--- src/rtl/dpram_pkg.sv ---
// Shared sizing constants for the dual-port RAM front end.
package dpram_pkg;
  localparam int RAM_WIDTH   = 8;
  localparam int ADDR_SIZE   = 4;
  localparam int RAM_DEPTH   = 16;
  localparam int NUM_CLIENTS = 2;
endpackage

--- src/rtl/rr_arb2.sv ---
// Two-way round-robin arbiter: a lone requester always wins; under contention
// the client named by the pointer wins, then the pointer moves to the other one.
module rr_arb2 import dpram_pkg::*; (
  input  logic                   clk,
  input  logic                   reset,
  input  logic [NUM_CLIENTS-1:0] req,
  output logic [NUM_CLIENTS-1:0] gnt
);

  logic ptr_q;
  logic ptr_d;

  // Grant decode and pointer advance; grants are held low while in reset
  always_comb begin
    gnt   = '0;
    ptr_d = ptr_q;
    if (reset) begin
      if (req == 2'b11) begin
        gnt = ptr_q ? 2'b10 : 2'b01;
      end else begin
        gnt = req;
      end
    end
    if (gnt[0]) begin
      ptr_d = 1'b1;
    end else if (gnt[1]) begin
      ptr_d = 1'b0;
    end
  end

  // Priority pointer register
  always_ff @(posedge clk or negedge reset) begin
    if (!reset) begin
      ptr_q <= 1'b0;
    end else begin
      ptr_q <= ptr_d;
    end
  end

endmodule

--- src/rtl/dpram_arbiter.sv ---
// Round-robin sequencer sharing one RAM write port and one RAM read port
// between two clients each, with write-to-read forwarding on address collision.
module dpram_arbiter import dpram_pkg::*; #(
  parameter int RAM_WIDTH = dpram_pkg::RAM_WIDTH,
  parameter int ADDR_SIZE = dpram_pkg::ADDR_SIZE,
  parameter int RAM_DEPTH = dpram_pkg::RAM_DEPTH
) (
  input  logic                             clk,
  input  logic                             reset,
  input  logic [NUM_CLIENTS-1:0]           wr_req,
  input  logic [NUM_CLIENTS*ADDR_SIZE-1:0] wr_addr,
  input  logic [NUM_CLIENTS*RAM_WIDTH-1:0] wr_data,
  output logic [NUM_CLIENTS-1:0]           wr_gnt,
  input  logic [NUM_CLIENTS-1:0]           rd_req,
  input  logic [NUM_CLIENTS*ADDR_SIZE-1:0] rd_addr,
  output logic [NUM_CLIENTS-1:0]           rd_gnt,
  output logic [NUM_CLIENTS-1:0]           rd_valid,
  output logic [RAM_WIDTH-1:0]             rd_data,
  output logic                             ram_write_en,
  output logic [ADDR_SIZE-1:0]             ram_wr_addr,
  output logic [RAM_WIDTH-1:0]             ram_data_in,
  output logic                             ram_read_en,
  output logic [ADDR_SIZE-1:0]             ram_rd_addr,
  input  logic [RAM_WIDTH-1:0]             ram_data_out
);

  if (RAM_DEPTH != (1 << ADDR_SIZE)) begin : g_depth_check
    $error("dpram_arbiter: RAM_DEPTH must equal 2**ADDR_SIZE");
  end

  logic [NUM_CLIENTS-1:0] rd_valid_q, rd_valid_d;
  logic                   fwd_flag_q, fwd_flag_d;
  logic [RAM_WIDTH-1:0]   fwd_data_q, fwd_data_d;

  rr_arb2 u_wr_arb (
    .clk   (clk),
    .reset (reset),
    .req   (wr_req),
    .gnt   (wr_gnt)
  );

  rr_arb2 u_rd_arb (
    .clk   (clk),
    .reset (reset),
    .req   (rd_req),
    .gnt   (rd_gnt)
  );

  // Steer the granted client's address and data onto the RAM ports
  always_comb begin
    ram_write_en = |wr_gnt;
    ram_read_en  = |rd_gnt;
    ram_wr_addr  = wr_gnt[1] ? wr_addr[ADDR_SIZE +: ADDR_SIZE] : wr_addr[0 +: ADDR_SIZE];
    ram_data_in  = wr_gnt[1] ? wr_data[RAM_WIDTH +: RAM_WIDTH] : wr_data[0 +: RAM_WIDTH];
    ram_rd_addr  = rd_gnt[1] ? rd_addr[ADDR_SIZE +: ADDR_SIZE] : rd_addr[0 +: ADDR_SIZE];
  end

  // Next-state for read tagging and forwarding of a same-address write
  always_comb begin
    rd_valid_d = rd_gnt;
    fwd_flag_d = ram_write_en && ram_read_en && (ram_wr_addr == ram_rd_addr);
    fwd_data_d = fwd_flag_d ? ram_data_in : fwd_data_q;
  end

  // Read-return registers; reset drops any read still in flight
  always_ff @(posedge clk or negedge reset) begin
    if (!reset) begin
      rd_valid_q <= '0;
      fwd_flag_q <= 1'b0;
      fwd_data_q <= '0;
    end else begin
      rd_valid_q <= rd_valid_d;
      fwd_flag_q <= fwd_flag_d;
      fwd_data_q <= fwd_data_d;
    end
  end

  // Returned data: forwarded write word on collision, RAM output otherwise
  always_comb begin
    rd_valid = rd_valid_q;
    rd_data  = fwd_flag_q ? fwd_data_q : ram_data_out;
  end

endmodule

--- config.mk ---
export PLATFORM = sky130hd
export DESIGN_NAME = dpram_arbiter
export DESIGN_NICKNAME = d
export VERILOG_FILES = /design/src/rtl/dpram_pkg.sv /design/src/rtl/rr_arb2.sv /design/src/rtl/dpram_arbiter.sv
export SDC_FILE = /design/constraint.sdc
export NUM_CORES = 1
export LEC_CHECK = 0
export ABC_CLOCK_PERIOD_IN_PS = 2850
export BUFFER_PORTS_ARGS = -buffer_cell sky130_fd_sc_hd__buf_2
export CORE_MARGIN = 5
export CORE_UTILIZATION = 37
export DETAILED_ROUTE_END_ITERATION = 7
export PLACE_DENSITY = 0.79
export SKIP_CTS_REPAIR_TIMING = 1
export SLEW_MARGIN = 20
export SYNTH_ARGS = -nofsm -noshare
export SYNTH_HDL_FRONTEND = slang
export SYNTH_HIERARCHICAL = 1
export SYNTH_SLANG_ARGS = --single-unit
--- constraint.sdc ---
create_clock -name clk -period 2.85 [get_ports clk]
set_clock_uncertainty 0.1 [all_clocks]
set_input_delay 0.57 -clock clk [delete_from_list [all_inputs] [get_ports clk]]
set_output_delay 0.57 -clock clk [all_outputs]
set_load 0.1 [all_outputs]
==> impl_metrics.json, run 1 <==
{
  "syn_area_um2": 878.3,
  "max-clock-path-buffers": 2,
  "antenna_found_initial": 0,
  "numClockSinks": 13,
  "wl_met2_um": 1525,
  "postPlaceCellArea_mm2": 0.001468,
  "postLayoutCellArea_mm2": 0.001494,
  "final_layout_size_suffix_gt1_frac": 0.8289,
  "wl_met3_um": 187,
  "critical_path_buf_inv_count": 3,
  "die_area_mm2": 0.003448,
  "hpwl_um": 2367,
  "dp.cells": 176,
  "setup_violations": 0,
  "drc": 0,
  "rr_startpoint": "u_wr_arb/ptr_q$_DFFE_PN0P_",
  "cpPeakStageDelay_ns": 0.37,
  "ios": 78,
  "grtUsageTotal": 0.1689,
  "htree_levels": 1,
  "r2r_slack_ns": 0.53,
  "core_area_mm2": 0.002233,
  "worstSetupStartpointType": "input port",
  "clkTransAtPathRegs_ns": 0.08,
  "root_buffer": "clkbuf_4",
  "gp_congestion": 0.7392,
  "p_leak_nw": 0.8028,
  "via_per_inst": 4.706,
  "worstMarginPinSlew_ns": 0.4980,
  "fmax_ghz": 0.3744,
  "cts_tree": "built",
  "power_density_mw_per_mm2": 578.8,
  "grt_pass1_wl_um": 4388,
  "holdWs_ns": 0.2066,
  "synth_seq_cells": 13,
  "outcome": "completed",
  "netlist_instances": 72,
  "slew-limit-headroom": 0.6703,
  "fin_crit_ns": 2.671,
  "critical_path.top_delay_family": "buffers and inverters",
  "seq_area_frac_synth": 0.3704,
  "drt-met1-wl_um": 986,
  "die_x_um": 58.72,
  "wl_um": 2718,
  "gr-total-overflow": 0,
  "synth.avg_cell_area_um2": 12.20,
  "final_cell_mix": "70 x buf_2, 24 x mux2_2, 13 x dfrtp_1",
  "dr.max_layer_used": "met4",
  "grt_max_degree": 12,
  "slew_viol_final": 0,
  "r2r_end": "fwd_data_q[6]$_DFFE_PN0P_",
  "start_util": 0.3933,
  "hp-class": "in -> async",
  "final_cell_count_no_fill": 180,
  "worstPathCellList": "buf_2 > nand2_2 > a21oi_4 > buf_4 > mux2_2 > buf_2",
  "fp.dieH_um": 58.72,
  "wire_per_inst_um": 15.10,
  "crit_required_ns": 2.18,
  "cp_slowest_cell": "mux2_2",
  "synth_nets": 118,
  "period_share": 0.9373,
  "pre_cts_slack_ns": 0.1303,
  "worstSetupEndpointType": "primary output",
  "synth_cell_types": 15,
  "first_iter_violations": 6,
  "numCtsBuffers": 3,
  "layout.nets": 199,
  "first_pass_iters": 4,
  "arrival_ns": 2.00,
  "path_max_fanout": 9,
  "final_antenna_net_count": 0,
  "finalWorstSetupSlack_ns": 0.1787,
  "diodes": 0,
  "path_common_cell": "buf_2",
  "num_vias": 847,
  "maxCapViolCount": 0,
  "totalNegativeSetupSlack_ns": 0,
  "hold_violations": 0,
  "rows": 17,
  "clk_latency_ns": 0.27,
  "ir_drop_v": 0.0003701,
  "yosysWarnings": 6,
  "rsz0062_at_grt": "false",
  "worstRegToRegCells": 7,
  "port_buffers": 77,
  "path_class": "in -> out",
  "grt_pass1_vias": 933,
  "layout_commonest_cell": "buf_2",
  "area.growth.synth_to_final_pct": 70.09
}
==> metrics by stage <==
step / util / power, W
2_1_floorplan: - / 0.0006400
6_report: 0.6689 / 0.0008647
5_1_grt: 0.6689 / 0.0009058
3_3_place_gp: 0.6571 / 0.0007470
3_5_place_dp: 0.6571 / 0.0007557
4_1_cts: 0.6689 / 0.0008705
==> cells by family (layout without fill, tap and decap cells) <==
family / Yosys count / in the layout / synth area share
compound gates: 6 / 6 / 0.04274
flops: 13 / 13 / 0.3704
xor+xnor: 4 / 4 / 0.03989
mux: 32 / 32 / 0.4231
simple gates: 10 / 10 / 0.08119
buf+inv: 7 / 87 / 0.04273
==> power breakdown <==
part           switching [W]  total, W  leakage [nW]  internal [W]
sequential         0.0000202  0.000248         0.169      0.000228
clock              0.0000614  0.000116        0.0150     0.0000542
combinational       0.000349  0.000501         0.619      0.000152
total               0.000430  0.000865         0.803      0.000434
==> synth_stat cells <==
library cell	count	share of area
a21oi_1	4	0.023
a21oi_2	2	0.020
and3_1	2	0.014
buf_4	3	0.026
clkbuf_1	1	0.0043
dfrtp_1	13	0.37
inv_1	3	0.013
mux2_2	29	0.37
mux2_4	3	0.051
nand2_1	4	0.017
nand4_4	1	0.024
nor3_2	1	0.011
or2_2	2	0.014
xnor2_1	1	0.010
xor2_1	3	0.030
==> cell type report <==
class	instances	area (µm²)
tap	28	35.03
fill	192	739.5
sequential	13	325.3
multi-input combinational	52	583.1
inverter	3	11.26
timing repair buffer	80	513.0
clock buffer	4	26.28
==> worst register-to-register path: stages, from the launching register on <==
cell	delay (ns)
dfrtp_1	0.37
inv_1	0.10
a21oi_4	0.27
buf_4	0.26
mux2_4	0.35
xnor2_2	0.22
nand4_4	0.21
mux2_4	0.34
==> state kept, by name (all words and copies together) (netlist names) <==
name and flops:
u_wr_arb/ptr_q 1, fwd_flag_q 1, u_rd_arb/ptr_q 1, fwd_data_q 8
rd_valid 2
==> per-layer routing <==
layer / track usage / vias to the layer above
met4: 0.03883 / 0
li1: - / 417
met2: 0.3202 / 30
met3: 0.05482 / 2
met5: 0 / -
met1: 0.1782 / 398
==> worst max path at each step <==
stage,startpoint,to,slack [ns],depth (start not counted)
floorplan,rd_req[1],fwd_data_q[6]$_DFFE_PN0P_,-0.11,7
global placement,reset,ram_data_in[6],0.21,6
detailed placement,reset,fwd_data_q[6]$_DFFE_PN0P_,0.13,8
CTS,reset,ram_data_in[3],0.16,6
global route,reset,ram_data_in[3],0.10,6
finish,reset,ram_data_in[2],0.18,6
No activity file was read; power rests on OpenSTA's default activity.
==> run 2: changes to the inputs <==
--- a/config.mk
+++ b/config.mk
@@ -10,7 +10,8 @@
 export CORE_MARGIN = 5
 export CORE_UTILIZATION = 37
 export DETAILED_ROUTE_END_ITERATION = 7
-export PLACE_DENSITY = 0.79
+export PLACE_DENSITY = 0.78
+export SETUP_SLACK_MARGIN = 0.05
 export SKIP_CTS_REPAIR_TIMING = 1
 export SLEW_MARGIN = 20
 export SYNTH_ARGS = -nofsm -noshare
==> run 2 against run 1 <==
Net effect: clock power about the same; final area up 0.67%; via count up 0.12%; sequential cell count unchanged; non-clock buffer count up 1; die area unchanged; routed wire length up 5.4%; highest routed layer unchanged; sequential share of layout area down 0.14 points; final cell count up 0.56%; worst setup slack better by 0.043 ns.
==> impl_metrics.json, run 2 (same netlist as run 1, synthesis figures left out) <==
{
  "worstRegToRegCells": 7,
  "port_buffers": 77,
  "first_iter_violations": 7,
  "clk_latency_ns": 0.27,
  "setup_violations": 0,
  "area.growth.synth_to_final_pct": 71.22,
  "fin_crit_ns": 2.628,
  "diodes": 0,
  "max-clock-path-buffers": 2,
  "path_class": "in -> out",
  "critical_path_buf_inv_count": 3,
  "r2r_slack_ns": 0.53,
  "cp_slowest_cell": "mux2_2",
  "slew-limit-headroom": 0.6669,
  "p_comb_frac": 0.580,
  "final_antenna_net_count": 0,
  "p_clk_frac": 0.131,
  "arrival_ns": 1.96,
  "r2r_end": "fwd_data_q[6]$_DFFE_PN0P_",
  "root_buffer": "clkbuf_4",
  "grt_pass1_vias": 932,
  "maxCapViolCount": 0,
  "worstSetupStartpointType": "input port",
  "path_common_cell": "buf_2",
  "slew_viol_final": 0,
  "wl_um": 2864,
  "rows": 17,
  "ir_drop_v": 0.0004541,
  "grt_max_degree": 13,
  "fmax_ghz": 0.3805,
  "largest_register_ffs": 8,
  "rr_startpoint": "u_wr_arb/ptr_q$_DFFE_PN0P_",
  "netSwitchingPower_w": 0.0004323,
  "first_pass_iters": 4,
  "drc": 0,
  "numClockSinks": 13,
  "sw_frac_of_total": 0.4983,
  "gr-total-overflow": 0,
  "via_per_inst": 4.685,
  "gp_congestion": 0.8346,
  "core_area_mm2": 0.002233,
  "num_vias": 848,
  "die_x_um": 58.72,
  "total_power_w": 0.0008677,
  "ios": 78,
  "final_util": 0.6734,
  "cpPeakStageDelay_ns": 0.37,
  "cts_tree": "built",
  "final_cell_mix": "70 x buf_2, 24 x mux2_2, 13 x dfrtp_1",
  "path_max_fanout": 9,
  "rsz0062_at_grt": "false",
  "period_share": 0.9223,
  "worstPathCellList": "buf_2 > nand2_2 > a21oi_4 > buf_4 > mux2_2 > buf_2",
  "worstMarginPinSlew_ns": 0.5031,
  "top_register": "fwd_data_q",
  "hpwl_um": 2500,
  "fp.dieH_um": 58.72,
  "worstSetupEndpointType": "primary output",
  "start_util": 0.3933,
  "numCtsBuffers": 3,
  "cp.depth": 6,
  "postPlaceCellArea_mm2": 0.001468,
  "die_area_mm2": 0.003448,
  "crit_required_ns": 2.18,
  "hp-class": "in -> async",
  "wire_per_inst_um": 15.82,
  "final_layout_size_suffix_gt1_frac": 0.8235,
  "clkTransAtPathRegs_ns": 0.08,
  "p_int_w": 0.0004354,
  "layout_commonest_cell": "buf_2",
  "antenna_found_initial": 0,
  "htree_levels": 1,
  "outcome": "completed",
  "p_seq_frac": 0.289,
  "hold_violations": 0,
  "layout.nets": 200,
  "postLayoutCellArea_mm2": 0.001504,
  "p_leak_nw": 0.8070,
  "critical_path.top_delay_family": "buffers and inverters",
  "grtUsageTotal": 0.1723,
  "grt_pass1_wl_um": 4464,
  "power_density_mw_per_mm2": 577.0
}
## run 2: layer usage
layer,up-vias,global-route usage,share of wire
li1,417,-,-
met1,397,0.1696,0.33
met2,30,0.3312,0.60
met3,4,0.05482,0.060
met4,0,0.06149,0.013
met5,-,0,0
## run 2: how the worst max path moves through the flow
| stage | from | endpoint | slack (ns) |
|---|---|---|---|
| 2_1_floorplan | rd_req[1] | fwd_data_q[6]$_DFFE_PN0P_ | -0.11 |
| 3_3_place_gp | reset | fwd_data_q[6]$_DFFE_PN0P_ | 0.14 |
| 3_5_place_dp | reset | fwd_data_q[6]$_DFFE_PN0P_ | 0.11 |
| 4_1_cts | reset | ram_data_in[7] | 0.16 |
| 5_1_grt | u_wr_arb/ptr_q$_DFFE_PN0P_ | ram_data_in[7] | 0.14 |
| 6_report | reset | ram_data_in[7] | 0.22 |
## run 2: layout make-up
type	count	area [µm²]
multi-input combinational	52	583.1
inverter	3	11.26
sequential	13	325.3
clock buffer	4	26.28
timing repair buffer	81	523.0
fill	184	729.5
tap	28	35.03
## run 2: power by group through the flow
| stage | Combinational (W) | Clock, W | Sequential (W) |
|---|---|---|---|
| global placement | 0.000496 | 0 | 0.000251 |
| detailed placement | 0.000505 | 0 | 0.000256 |
| CTS | 0.000506 | 0.000116 | 0.000252 |
| floorplan | 0.000381 | 0 | 0.000259 |
| finish | 0.000504 | 0.000113 | 0.000251 |
| global route | 0.000523 | 0.000131 | 0.000257 |
## run 2: stage by stage
stage               std cells  setup WS (ns)  hold slack [ns]  setup TNS (ns)
floorplan                  72        -0.1130           0.1744         -0.7467
global placement          176         0.1370           0.2999               0
detailed placement        176         0.1095           0.3057               0
CTS                       180         0.1610         0.002919               0
global route              181         0.1369           0.1833               0
finish                    181         0.2216           0.1953               0
## run 2: worst reg2reg max path: stages, from the launching register on
cell and delay (ns):
dfrtp_1 0.37, inv_1 0.10, a21oi_4 0.27, buf_4 0.25
mux2_4 0.35, xnor2_2 0.21, nand4_4 0.21, mux2_4 0.34
